===== src/rtl/full_adder_pkg.sv =====
// Shared constants and result type for the registered ripple adder.
package full_adder_pkg;

   localparam int MAX_WIDTH = 64;

   typedef struct packed {
      logic                 carry;
      logic [MAX_WIDTH-1:0] sum;
   } result_t;

   function automatic int RESULT_W(input int w);
      return w + 1;
   endfunction

endpackage


===== src/rtl/full_adder_bit.sv =====
// Combinational 1-bit full-adder cell, one link of the ripple chain.
module full_adder_bit (
   input  logic a,
   input  logic b,
   input  logic cin,
   output logic s,
   output logic cout
);

   assign s    = a ^ b ^ cin;
   assign cout = (a & b) | (a & cin) | (b & cin);

endmodule


===== src/rtl/full_adder.sv =====
// Registered WIDTH-bit ripple-carry adder: {carry,sum} = a + b + c, 1-cycle latency.
module full_adder
   import full_adder_pkg::*;
#(
   parameter int WIDTH = 1
) (
   input  logic             clk,
   input  logic             rst,
   input  logic             in_valid,
   input  logic [WIDTH-1:0] a,
   input  logic [WIDTH-1:0] b,
   input  logic             c,
   output logic [WIDTH-1:0] sum,
   output logic             carry,
   output logic             out_valid
);

   localparam int RW = RESULT_W(WIDTH);

   logic [RW-1:0]    w_c;
   logic [WIDTH-1:0] w_s;
   logic [WIDTH-1:0] r_sum;
   logic             r_carry;
   logic             r_valid;

   if (WIDTH < 1 || WIDTH > MAX_WIDTH) begin : g_bad_width
      $error("full_adder: WIDTH out of range");
   end

   assign w_c[0] = c;

   for (genvar i = 0; i < WIDTH; i++) begin : g_chain
      full_adder_bit u_bit (
         .a    (a[i]),
         .b    (b[i]),
         .cin  (w_c[i]),
         .s    (w_s[i]),
         .cout (w_c[i+1])
      );
   end

   // Result registers only load on valid input so idle cycles hold the last result.
   always_ff @(posedge clk) begin
      if (rst) begin
         r_sum   <= '0;
         r_carry <= 1'b0;
         r_valid <= 1'b0;
      end else begin
         r_valid <= in_valid;
         if (in_valid) begin
            r_sum   <= w_s;
            r_carry <= w_c[WIDTH];
         end
      end
   end

   assign sum       = r_sum;
   assign carry     = r_carry;
   assign out_valid = r_valid;

endmodule


===== config.mk =====
export PLATFORM = sky130hd
export DESIGN_NAME = full_adder
export DESIGN_NICKNAME = d
export VERILOG_FILES = /design/src/rtl/full_adder_pkg.sv /design/src/rtl/full_adder_bit.sv /design/src/rtl/full_adder.sv
export SDC_FILE = /design/constraint.sdc
export NUM_CORES = 1
export LEC_CHECK = 0
export ABC_AREA = 1
export BUFFER_PORTS_ARGS = -buffer_cell sky130_fd_sc_hd__buf_4
export CORE_AREA = 3 3 40 42
export CTS_BUF_LIST = sky130_fd_sc_hd__clkbuf_2 sky130_fd_sc_hd__clkbuf_4 sky130_fd_sc_hd__clkbuf_8
export DETAILED_ROUTE_END_ITERATION = 7
export DIE_AREA = 0 0 43 45
export PLACE_DENSITY_LB_ADDON = 0.12
export SYNTH_ARGS = -nofsm -noshare
export SYNTH_HDL_FRONTEND = slang
export SYNTH_SLANG_ARGS = --single-unit

===== constraint.sdc =====
create_clock -name clk -period 1.34 [get_ports clk]
set_clock_uncertainty 0.15 [all_clocks]
set_input_delay 0.201 -clock clk [delete_from_list [all_inputs] [get_ports clk]]
set_output_delay 0.201 -clock clk [all_outputs]
set_load 0.02 [all_outputs]

After elaboration in Yosys (flattened, before gate mapping)
Index checks and enable logic that the tools add are counted.
- reductions and logical operators: 0
- add/sub/neg operators: 0
- equal/unequal tests: 0
- $mul: 0
- muxes and demuxes: 0
- shift-type cells: 0
- div/mod/pow operators: 0
- bitwise logic cells: 7
- magnitude comparators: 0
- operators by type and width (operator ; number):
    1-bit bitwise AND ; 3
    1-bit bitwise OR ; 2
    1-bit bitwise XOR ; 2
- register bits after elaboration: 3
- input bits: 6
- memories: 0
- output and inout port bits: 3
- bits in latches: 0
- logic and storage cells: 10
- memory bits (writable): 0
- bits in read-only memories: 0

Longest topological paths before layout
- depth in word-level cells: 3
- gate-level depth with buffers: 5
- mapped depth without buffers: 5

By module
A second synthesis with hierarchy kept.
- cells, all modules: 17
- area total of the unflattened synthesis: 128.9 um^2
- modules (own cells, without submodules) (module ; sequential area each (um^2) ; cells an instance ; instances ; area each (um^2)):
    full_adder ; 60.1 ; 16 ; 1 ; 108.9
    full_adder_bit ; 0.0 ; 1 ; 1 ; 20.0

Worst setup path before layout
OpenSTA, ideal clock, no wires.
- path kind: input -> register
- start: in a
- end: reg r_sum (netlist: sum)
- library setup time: 64 ps
- path buffers: 0
- cell stages on the path: 5
- setup slack: 236 ps
- data arrival time: 890 ps
- cell sequence: fa_1 -> inv_1 -> nand2_1 -> nand2_1 -> nor2_1
- longest elaborated chain between the ends: 2
- ends and longest elaborated chain (what ; line ; RTL):
    from (decl) ; full_adder.sv:10 ; input logic [WIDTH-1:0] a,
    1-bit bitwise XOR (2 in a row) ; full_adder_bit.sv:10 ; assign s = a ^ b ^ cin;
    to (signal assigned) ; full_adder.sv:51 ; r_sum <= w_s;
    to (decl) ; full_adder.sv:22 ; logic [WIDTH-1:0] r_sum;
Every way passes these cells.
A chain may end at the register's enable or synchronous reset.

Final worst setup path
- start: reg r_carry (netlist: carry)
- end: out carry
- RTL lines (what ; line ; RTL):
    from (decl) ; full_adder.sv:23 ; logic r_carry;
    from (signal assigned) ; full_adder.sv:52 ; r_carry <= w_c[WIDTH];
    to (decl) ; full_adder.sv:14 ; output logic carry,
No word-level cell between the ends.

==> run_results.csv <==
group,metric,value,unit
logic_synthesis,synth_mux_area_share,0,%
worst_setup_path,cp-end-kind,"primary output",
grt,grt_pass1_wl,441,um
min_path,min_path_type,"in2reg",
drt,drc,0,
finish,most-common-layout-cells,"buf_4, nor2_1, inv_1, nand2_1, clkbuf_4",
logic_synthesis,synth-adder-area-share,15.5,%
worst_setup_path,crit_arrival,0.71,ns
finish,fillers,154,
clocking,cts_tree,"built",
min_path,hold_depth,3,
worst_setup_path,worstPathRequired,0.99,ns
worst_setup_path,cp_slowest_stage_delay,0.33,ns
logic_synthesis,syn-instance-count,17,
sta,setup-violations-final,0,
logic_synthesis,postSynthAreaPerCell,7.58,um^2
grt,grt.total_usage,3.91,%
drt,wl_per_cell,7.09,um
sta,rsz0062_at_grt,"false",
flow_run,maxCapViolations,0,
logic_synthesis,yosysSeqAreaShare,46.6,%
sta,max_slew_margin,94.4,%
clocking,cts_sinks,3,
logic_synthesis,synth-xor-area-share,0,%
pwr,cellPowerDensity,1330,nW/um^2
floorplan,die_x,43,um
pwr,ir_worst_vdd,408,uV
floorplan,die_area,1940,um^2
grt,grt_overflow,0,
drt,drt_iter0_markers,1,
floorplan,num_io_pins,9,
pwr,total_power,329,uW
logic_synthesis,synth_top_family_by_area,"simple AND/OR/NAND/NOR gates",
finish,design_area,248,um^2
worst_setup_path,critPathSlowestCell,"dfxtp_1",
worst_setup_path,r2r_cells,2,
clocking,cts_max_level,1,
sta,tns,0,ns
floorplan,core-area,1280,um^2
logic_synthesis,ys_seq_elements,3,
grt,grt_start_max_net_pins,6,
grt,grt_pass1_vias,115,
drt,vias_per_cell,3.13,
logic_synthesis,synth_nets,24,
drt,ant_nets,0,
logic_synthesis,synth-compound-area-share,0,%
clocking,root_buffer,"clkbuf_4",
clocking,cts_buffers,3,
clocking,clk_pin_slew,0.04,ns
clocking,cts_buffer_depth,2,
outcome,outcome,"finished, final reports clean",
grt,antenna_found_initial,0,
sta,fin_crit_sh,78.9,%
logic_synthesis,synth_warnings,0,
sta,max_freq,946,MHz
logic_synthesis,synth-simple-area-share,26.2,%
sta,fin_crit,1.06,ns
pwr,p_leak,0.137,nW
worst_setup_path,worstPathMaxFanout,2,
finish,area_growth,92.2,%
clocking,cts_resized,0,
worst_setup_path,path_depth,1,
finish,nets,38,
sta,timing_hold_violations_final,0,
worst_setup_path,crit_family,"flip-flops",
finish,layout_commonest_cell,"buf_4",
drt,drt-total-wl,319,um
placed_design,hpwl,235,um
drt,firstDrtPassIters,2,
floorplan,start_util,10.0,%
placed_design,io_buffers,8,
worst_setup_path,worstPathCellList,"buf_4",
clocking,clk_latency,0.23,ns
drt,via_count,141,
placed_design,place_congestion,0.650,
logic_synthesis,ys_types,5,
sta,worst_pin_slew,0.0843,ns
worst_setup_path,cp-start-kind,"flip-flop",
logic_synthesis,syn_area,129,um^2
worst_setup_path,path_class,"reg2out",
finish,drive_gt1_share,40.0,%
worst_setup_path,crit_buf_inv,1,
placed_design,dpl-instance-area,208,um^2
sta,maxSlewViolCount,0,
finish,antenna-diode-count,0,
floorplan,die_h,45,um
floorplan,fp-row-count,13,
-- path summary, 6_finish.rpt --
check,from,slack (ns),end
worst min-delay path,in_valid,0.06,out_valid
worst min register to register,sum,0.32,sum
worst max-delay path,carry,0.28,carry
worst max register to register,carry,0.63,carry
-- power breakdown --
part	total, mW	internal, mW	switching (mW)
clock	0.178	0.132	0.0466
combinational	0.0508	0.0264	0.0244
sequential	0.0993	0.0964	0.00290
-- layer usage --
| metal | global-route usage [%] | vias up | part of all wire, % |
|---|---|---|---|
| li1 | - | 74 | - |
| met1 | 2.65 | 60 | 37 |
| met2 | 4.79 | 7 | 43 |
| met3 | 7.97 | 0 | 20 |
| met4 | 0 | 0 | 0 |
| met5 | 0 | - | 0 |
-- layout make-up --
class                      instances  area, um^2  area share [%]
timing repair buffer               9        70.1            28.3
sequential                         3        60.1            24.2
multi-input combinational         10        53.8            21.7
clock buffer                       4        30.0            12.1
tap                               15        18.8            7.58
inverter                           4        15.0            6.06
-- timing repair --
item / 4_1_cts / 5_1_grt
buffers inserted: 0 / 0
hold endpoints to repair: 1 / 0
hold buffers: 1 / 0
-- cell families after synthesis --
family / after synthesis
flops: 3
fa+ha+maj: 1
simple gates: 9
buf+inv: 4
-- stage by stage --
stage	utilization, %	setup slack [ns]	hold slack, ns	cells
2_1_floorplan	-	0.236	0.122	17
3_3_place_gp	16.2	0.0947	0.219	40
3_5_place_dp	16.2	0.0924	0.223	40
4_1_cts	19.3	0.275	0.0583	45
5_1_grt	19.3	0.245	0.0615	45
6_report	19.3	0.283	0.0650	45
-- tightest hold or removal path, stage by stage --
cell and delay, ns:
buf_4 0.11, inv_1 0.04, nor2_1 0.06
-- cells in the mapped netlist (all sizes together) --
| library cell | n | share of area (%) |
|---|---|---|
| inv | 4 | 12 |
| fa | 1 | 16 |
| dfxtp | 3 | 47 |
| nand2 | 4 | 12 |
| nor2 | 5 | 15 |
-- sequential cells by signal, summed over array words and instances (netlist names) --
| name | flops |
|---|---|
| out_valid | 1 |
| sum | 1 |
| carry | 1 |
Note: power is estimated with default switching activity, not from simulation.
